==> src/rtl/note_seq_display.sv <==
// -----------------------------------------------------------------------------
// note_seq_display
//
// Purpose:
//   Accepts a stream of notes {tom, note} over a valid/ready handshake and
//   buffers them in a FIFO. Each note is played for HOLD_CYCLES clocks before
//   the next one is popped. The last DIGITS played notes form a scrolling
//   history that is shown on a time-multiplexed multi-digit 7-segment display.
//
// Parameters:
//   DIGITS      - number of multiplexed digits / history depth (1..8)
//   FIFO_DEPTH  - input buffer entries (power of 2, >= 2)
//   HOLD_CYCLES - clocks each note is held before the next pop (>= 2)
//   SCAN_CYCLES - clocks each digit stays enabled per scan step (>= 1)
//
// Ports:
//   Clock        - system clock, rising edge
//   Reset        - synchronous, active-high
//   in_valid     - a note is offered
//   in_ready     - FIFO not full (combinational from the registered count)
//   in_tom       - tone flag, 1 = sharp
//   in_note      - 0..6 = C D E F G A B, 7 = rest
//   seg          - segments a..g on seg[6]..seg[0], active-high, registered
//   digit_sel    - one-hot digit enable, active-high, registered
//   playing      - high while the sequencer is in PLAY
//   note_strobe  - one-cycle pulse, registered, following each FIFO pop
//   fifo_count   - current FIFO occupancy
//   seg_dp       - (NOTE_SHARP_DP_EN only) decimal point = sharp flag of the
//                  displayed slot; rest and blank slots force it low
//
// Optional feature macro: NOTE_SHARP_DP_EN
// -----------------------------------------------------------------------------
module note_seq_display #(
  parameter int DIGITS      = 4,
  parameter int FIFO_DEPTH  = 8,
  parameter int HOLD_CYCLES = 1000,
  parameter int SCAN_CYCLES = 4
) (
  input  logic                          Clock,
  input  logic                          Reset,
  input  logic                          in_valid,
  output logic                          in_ready,
  input  logic                          in_tom,
  input  logic [2:0]                    in_note,
  output logic [6:0]                    seg,
  output logic [DIGITS-1:0]             digit_sel,
  output logic                          playing,
  output logic                          note_strobe,
  output logic [$clog2(FIFO_DEPTH):0]   fifo_count
`ifdef NOTE_SHARP_DP_EN
  ,
  output logic                          seg_dp
`endif
);

  localparam int AW  = $clog2(FIFO_DEPTH);
  localparam int CW  = AW + 1;
  localparam int HW  = $clog2(HOLD_CYCLES);
  localparam int SIW = (DIGITS > 1) ? $clog2(DIGITS) : 1;
  localparam int SDW = (SCAN_CYCLES > 1) ? $clog2(SCAN_CYCLES) : 1;

  localparam logic [CW-1:0]  FULL_COUNT = CW'(FIFO_DEPTH);
  localparam logic [HW-1:0]  HOLD_LAST  = HW'(HOLD_CYCLES - 1);
  localparam logic [SIW-1:0] IDX_LAST   = SIW'(DIGITS - 1);
  localparam logic [SDW-1:0] DIV_LAST   = SDW'(SCAN_CYCLES - 1);

  localparam logic [6:0] SEG_C     = 7'b1001110;
  localparam logic [6:0] SEG_D     = 7'b0111101;
  localparam logic [6:0] SEG_E     = 7'b1001111;
  localparam logic [6:0] SEG_F     = 7'b1000111;
  localparam logic [6:0] SEG_G     = 7'b1011110;
  localparam logic [6:0] SEG_A     = 7'b1110111;
  localparam logic [6:0] SEG_B     = 7'b0011111;
  localparam logic [6:0] SEG_REST  = 7'b0000001;
  localparam logic [6:0] SEG_BLANK = 7'b0000000;

  typedef enum logic {
    S_IDLE = 1'b0,
    S_PLAY = 1'b1
  } state_t;

  // FIFO storage and control
  logic [3:0]    mem_q [FIFO_DEPTH];
  logic [AW-1:0] wr_ptr_q, wr_ptr_d;
  logic [AW-1:0] rd_ptr_q, rd_ptr_d;
  logic [CW-1:0] count_q, count_d;
  logic          full, empty, push, pop;

  // Sequencer
  state_t        state_q, state_d;
  logic [HW-1:0] hold_q, hold_d;

  // History: bit 4 marks a slot that has been loaded, bits 3:0 = {tom, note}
  logic [4:0]    hist_q [DIGITS];
  logic [4:0]    hist_d [DIGITS];

  // Display scan and output registers
  logic [SDW-1:0]    div_q, div_d;
  logic [SIW-1:0]    idx_q, idx_d;
  logic [6:0]        seg_q, seg_d;
  logic [DIGITS-1:0] sel_q, sel_d;
  logic              strobe_q, strobe_d;
  logic [4:0]        disp_entry;

  function automatic logic [6:0] decode_seg(input logic [4:0] entry);
    logic [6:0] code;
    code = SEG_BLANK;
    if (entry[4]) begin
      case (entry[2:0])
        3'd0:    code = SEG_C;
        3'd1:    code = SEG_D;
        3'd2:    code = SEG_E;
        3'd3:    code = SEG_F;
        3'd4:    code = SEG_G;
        3'd5:    code = SEG_A;
        3'd6:    code = SEG_B;
        default: code = SEG_REST;
      endcase
    end
    return code;
  endfunction

  // in_ready looks only at the registered count, so a pop in the same cycle
  // never opens a slot for a push while full.
  assign full     = (count_q == FULL_COUNT);
  assign empty    = (count_q == '0);
  assign in_ready = !full;
  assign push     = in_valid && !full;

  // Sequencer next state; pop is derived here because it depends on the hold
  // timer as well as on FIFO occupancy.
  always_comb begin
    state_d = state_q;
    hold_d  = hold_q;
    pop     = 1'b0;
    case (state_q)
      S_IDLE: begin
        if (!empty) begin
          pop     = 1'b1;
          state_d = S_PLAY;
          hold_d  = HOLD_LAST;
        end
      end
      S_PLAY: begin
        if (hold_q != '0) begin
          hold_d = hold_q - HW'(1);
        end else if (!empty) begin
          pop    = 1'b1;
          hold_d = HOLD_LAST;
        end else begin
          state_d = S_IDLE;
        end
      end
      default: state_d = S_IDLE;
    endcase
  end

  // FIFO pointers wrap naturally because FIFO_DEPTH is a power of two.
  always_comb begin
    wr_ptr_d = wr_ptr_q;
    rd_ptr_d = rd_ptr_q;
    count_d  = count_q;
    if (push) wr_ptr_d = wr_ptr_q + AW'(1);
    if (pop)  rd_ptr_d = rd_ptr_q + AW'(1);
    case ({push, pop})
      2'b10:   count_d = count_q + CW'(1);
      2'b01:   count_d = count_q - CW'(1);
      default: count_d = count_q;
    endcase
  end

  // On a pop the history shifts one place; the oldest slot falls off the end.
  always_comb begin
    hist_d = hist_q;
    if (pop) begin
      hist_d[0] = {1'b1, mem_q[rd_ptr_q]};
      for (int k = 1; k < DIGITS; k++) begin
        hist_d[k] = hist_q[k-1];
      end
    end
  end

  // Scan divider and digit index, plus the registered display outputs which
  // lag the scan index by one clock.
  assign disp_entry = hist_q[idx_q];

  always_comb begin
    div_d = div_q;
    idx_d = idx_q;
    if (div_q == DIV_LAST) begin
      div_d = '0;
      idx_d = (idx_q == IDX_LAST) ? '0 : idx_q + SIW'(1);
    end else begin
      div_d = div_q + SDW'(1);
    end
    for (int i = 0; i < DIGITS; i++) begin
      sel_d[i] = (idx_q == SIW'(i));
    end
    seg_d    = decode_seg(disp_entry);
    strobe_d = pop;
  end

  // FIFO data array is not reset; entries are only read after being written.
  always_ff @(posedge Clock) begin
    if (push) mem_q[wr_ptr_q] <= {in_tom, in_note};
  end

  always_ff @(posedge Clock) begin
    if (Reset) begin
      wr_ptr_q <= '0;
      rd_ptr_q <= '0;
      count_q  <= '0;
      state_q  <= S_IDLE;
      hold_q   <= '0;
      for (int k = 0; k < DIGITS; k++) hist_q[k] <= '0;
      div_q    <= '0;
      idx_q    <= '0;
      seg_q    <= SEG_BLANK;
      sel_q    <= DIGITS'(1);
      strobe_q <= 1'b0;
    end else begin
      wr_ptr_q <= wr_ptr_d;
      rd_ptr_q <= rd_ptr_d;
      count_q  <= count_d;
      state_q  <= state_d;
      hold_q   <= hold_d;
      hist_q   <= hist_d;
      div_q    <= div_d;
      idx_q    <= idx_d;
      seg_q    <= seg_d;
      sel_q    <= sel_d;
      strobe_q <= strobe_d;
    end
  end

  assign seg         = seg_q;
  assign digit_sel   = sel_q;
  assign playing     = (state_q == S_PLAY);
  assign note_strobe = strobe_q;
  assign fifo_count  = count_q;

`ifdef NOTE_SHARP_DP_EN
  logic dp_q, dp_d;

  // Sharp flag only lights on a loaded, non-rest slot.
  always_comb begin
    dp_d = disp_entry[4] && (disp_entry[2:0] != 3'd7) && disp_entry[3];
  end

  always_ff @(posedge Clock) begin
    if (Reset) dp_q <= 1'b0;
    else       dp_q <= dp_d;
  end

  assign seg_dp = dp_q;
`else
  // The sharp flag is still carried through the FIFO and history but drives
  // nothing in this build.
  logic tom_unused;
  assign tom_unused = disp_entry[3];
`endif

endmodule

==> config.mk <==
export PLATFORM = sky130hd
export DESIGN_NAME = note_seq_display
export DESIGN_NICKNAME = d
export VERILOG_FILES = /design/src/rtl/note_seq_display.sv
export SDC_FILE = /design/constraint.sdc
export NUM_CORES = 1
export LEC_CHECK = 0
export ABC_AREA = 0
export CORE_UTILIZATION = 30
export CTS_CLUSTER_DIAMETER = 200
export DETAILED_ROUTE_END_ITERATION = 7
export GPL_ROUTABILITY_DRIVEN = 0
export PLACE_DENSITY = 0.54
export SLEW_MARGIN = 25
export SYNTH_ARGS = -nofsm -noshare
export SYNTH_HDL_FRONTEND = slang
export SYNTH_SLANG_ARGS = --single-unit
==> constraint.sdc <==
create_clock -name Clock -period 3.7 [get_ports Clock]
set_input_delay 1.11 -clock Clock [delete_from_list [all_inputs] [get_ports Clock]]
set_output_delay 1.11 -clock Clock [all_outputs]
set_load 0.02 [all_outputs]
==> qor.log <==
[detailed_routing] average wire per standard cell 13.19 um
[synth] cell area after synthesis 3298 sq um
[grt] vias in the first global route 2152
[grt] antenna violations before repair 0
[floorplanning] Top-Level Pins 25
[power] switching share of total power 0.3670
[floorplanning] Die Outline Area 11420 sq um
[timing] hold violation total from the final report 0
[critical_path] critical path, cell by cell or4b_2, clkdlybuf4s50_1
[flow_run] # Max-Cap Violations 0
[clocking] clock tree from TritonCTS built
[grt] maximum number of pins on one net before global-route repair 22
[clocking] clock input transition at the sequential cells of the worst setup and hold paths 80 ps
[placement] final HPWL from detailed placement 4.117 mm
[detailed_routing] number of routed nets with antenna violations 0
[min_path] worst min path class flop to flop
[finish] antenna diode instance count 0
[grt] Remaining Overflow, GRT 0
[critical_path] Max stage delay on crit path 740 ps
[synth] post-synthesis register bit count 77
[clocking] post-CTS setup buffer count 0
[grt] global-route wire length before repair 10.31 mm
[critical_path] biggest fanout along the worst timing path 10
[detailed_routing] via density per instance 4.924
[placement] Area after DPL 3659 sq um
[power] leakage power total 1.318 nW
[timing] RSZ-0062 raised after global routing no
[timing] Period minus WS final 3172 ps
[timing] worst clock skew 9.859 ps
[detailed_routing] initial detailed-routing violation count 81
[power] switching power total 0.001023 W
[power] combinational group share of total power 0.359
[critical_path] startpoint types flop
[timing] Final setup violation count 0
[timing] final total negative setup slack 0 ps
[detailed_routing] total wire length after detailed routing 6.069 mm
[outcome] run status finished clean
[timing] Slew Viols, Final 0
[critical_path] worst endpoint required time 2590 ps
[synth] Yosys top cell by area sky130_fd_sc_hd__dfxtp_1
[floorplanning] overall die width 106.9 um
[timing] fmax 315.3 MHz
[detailed_routing] number of design rule violations left after detail routing 0
[synth] distinct cell type count after synthesis 44
[synth] top cells by count, synth sky130_fd_sc_hd__dfxtp_1 (53), sky130_fd_sc_hd__a21oi_1 (33), sky130_fd_sc_hd__edfxtp_1 (24)
[power] clock power share 0.224
[clocking] insertion delay of the later-clocked pin in the worst-skew pair 340 ps
[critical_path] endpoint kind of the worst setup timing path output pin
[synth] cells after synthesis 297
[synth] async set-or-reset flop fraction in the synthesized netlist 0
[floorplanning] effective utilization at floorplan 0.3138
[placement] buffers added on ports 23
[floorplanning] height of the die 106.9 um
[power] pwr dens 723.7 nW/um^2
[synth] EDFF count, synth 24
[timing] Rel. slew slack 0.5042
[timing] period utilisation layout 0.8573
[power] Internal Dissipation 0.001765 W
[clocking] number of clock buffers inserted by TritonCTS 9
[timing] slew at the pin closest to its max-slew limit 743.7 ps
[clocking] H-tree levels 3
[critical_path] cell with the largest stage delay on the worst path sky130_fd_sc_hd__or4b_2
[power] IR Drop Worst-Case VDD 0.2702 mV
[synth] largest cells by area after synthesis sky130_fd_sc_hd__dfxtp_1 (32%), sky130_fd_sc_hd__edfxtp_1 (22%), sky130_fd_sc_hd__mux4_2 (6.8%)
[grt] all-layer global routing usage 0.1157
[clocking] Post-CTS Hold Buffers 0
[clocking] Root Driver sky130_fd_sc_hd__clkbuf_8
[detailed_routing] DR pass1 iterations 4
[clocking] CTS resizes 0
[synth] area share of the largest cell type after synthesis 0.3217
[synth] most used flip-flop cell after synthesis sky130_fd_sc_hd__dfxtp_1
[clocking] maximum clock path buffer count 2
[finish] count of fill cells added during filler insertion 1031
[clocking] clock tree sinks 77
[finish] FF+latch area 1782 sq um
[critical_path] endpoint arrival time on the critical path 2060 ps
[floorplanning] Core Region 10510 sq um
[synth] Synth Net Count 316
[floorplanning] number of standard-cell rows in the floorplan 37
[synth] library cell with the highest instance count after synthesis sky130_fd_sc_hd__dfxtp_1
[detailed_routing] routed vias 2265
[synth] Avg Inst Size Synth 11.10 sq um
[finish] Multi-input gate area 1409 sq um
[finish] Net count, final 338
[finish] area added between synthesis and finish 16.81%
[finish] ratio of cells with drive above 1 in the final layout 0.1296
[power] sequential share of power 0.417
[critical_path] WS Path Type flop to output pin
[finish] post-route cell area 3852 sq um
[synth] sequential cell area fraction in the yosys report 0.5402
[synth] total of warnings raised by yosys 0
-- metal layers --
layer / global-route usage / vias to the layer above / wire length [um]
met5: 0 / - / 0
met4: 0.04403 / 0 / 68
met3: 0.03465 / 6 / 187
met2: 0.1889 / 33 / 2959
met1: 0.1435 / 1090 / 2854
li1: - / 1136 / -
-- final timing paths --
kind                       from            end  slack, ps  depth (start not counted)
setup / recovery  fifo_count[1]       in_ready        530                          2
hold / removal         div_q[0]       div_q[0]        430                          1
setup reg to reg      hold_q[8]  fifo_count[2]        800                         11
hold reg to reg        div_q[0]       div_q[0]        430                          1
-- cell families after synthesis --
group	synth area share
and+or+nand+nor	0.1483
DFF	0.5402
AOI/OAI and AO/OA	0.1267
buffers and inverters	0.03262
muxes	0.09332
adders and majority gates	0.04552
xor gates and xnor gates	0.01328
-- sequential cells by signal, summed over array words and instances (netlist names) --
signal	flops
div_q	2
seg	7
digit_sel	4
mem_q	24
fifo_count	4
playing	1
rd_ptr_q	3
note_strobe	1
hold_q	10
hist_q	16
idx_q	2
wr_ptr_q	3
-- critical path, delay by kind of cell, from the launching register on --
kind / cells / cell delay (ps)
flops: 1 / 410
buf+inv: 1 / 580
simple gates: 1 / 740
-- cell usage in the layout, fill, tap and decap left out, types with 9 or more instances in the layout --
master and count:
sky130_fd_sc_hd__dfxtp_1 53, sky130_fd_sc_hd__o21ai_0 17, sky130_fd_sc_hd__nor3_1 9, sky130_fd_sc_hd__nand3_1 17, sky130_fd_sc_hd__clkbuf_8 9, sky130_fd_sc_hd__clkdlybuf4s50_1 23, sky130_fd_sc_hd__nor2_1 23, sky130_fd_sc_hd__edfxtp_1 24
sky130_fd_sc_hd__ha_1 12, sky130_fd_sc_hd__mux4_2 10, sky130_fd_sc_hd__a21oi_1 33
-- area by class of cell --
class	instances	share of cell area
inverter	6	0.005846
clock buffer	11	0.03443
multi-input combinational	196	0.3657
tap	136	0.04417
clock inverter	5	0.01591
timing repair buffer	29	0.07145
sequential	77	0.4625
-- stage by stage --
| step | total power [W] | utilization | cells | worst slack, ps | hold slack [ps] |
|---|---|---|---|---|---|
| final | 0.002788 | 0.3666 | 460 | 528.1 | 433.8 |
| after global routing | 0.002983 | 0.3666 | 460 | 450.4 | 466.5 |
| after CTS | 0.002825 | 0.3666 | 460 | 500.9 | 440.1 |
| after detailed placement | 0.002193 | 0.3481 | 444 | 561.4 | 427.6 |
| after global placement | 0.002170 | 0.3481 | 444 | 561.8 | 414.1 |
| after floorplan | 0.001910 | - | 297 | 929.5 | 404.3 |
-- power groups by stage --
stage | sequential (W) | combinational, W | clock [W]
2_1_floorplan | 0.00118 | 0.000733 | 0
3_3_place_gp | 0.00118 | 0.000991 | 0
3_5_place_dp | 0.00118 | 0.00101 | 0
4_1_cts | 0.00116 | 0.00101 | 0.000648
5_1_grt | 0.00119 | 0.00111 | 0.000679
6_report | 0.00116 | 0.00100 | 0.000625
No activity file was read; power rests on OpenSTA's default activity.
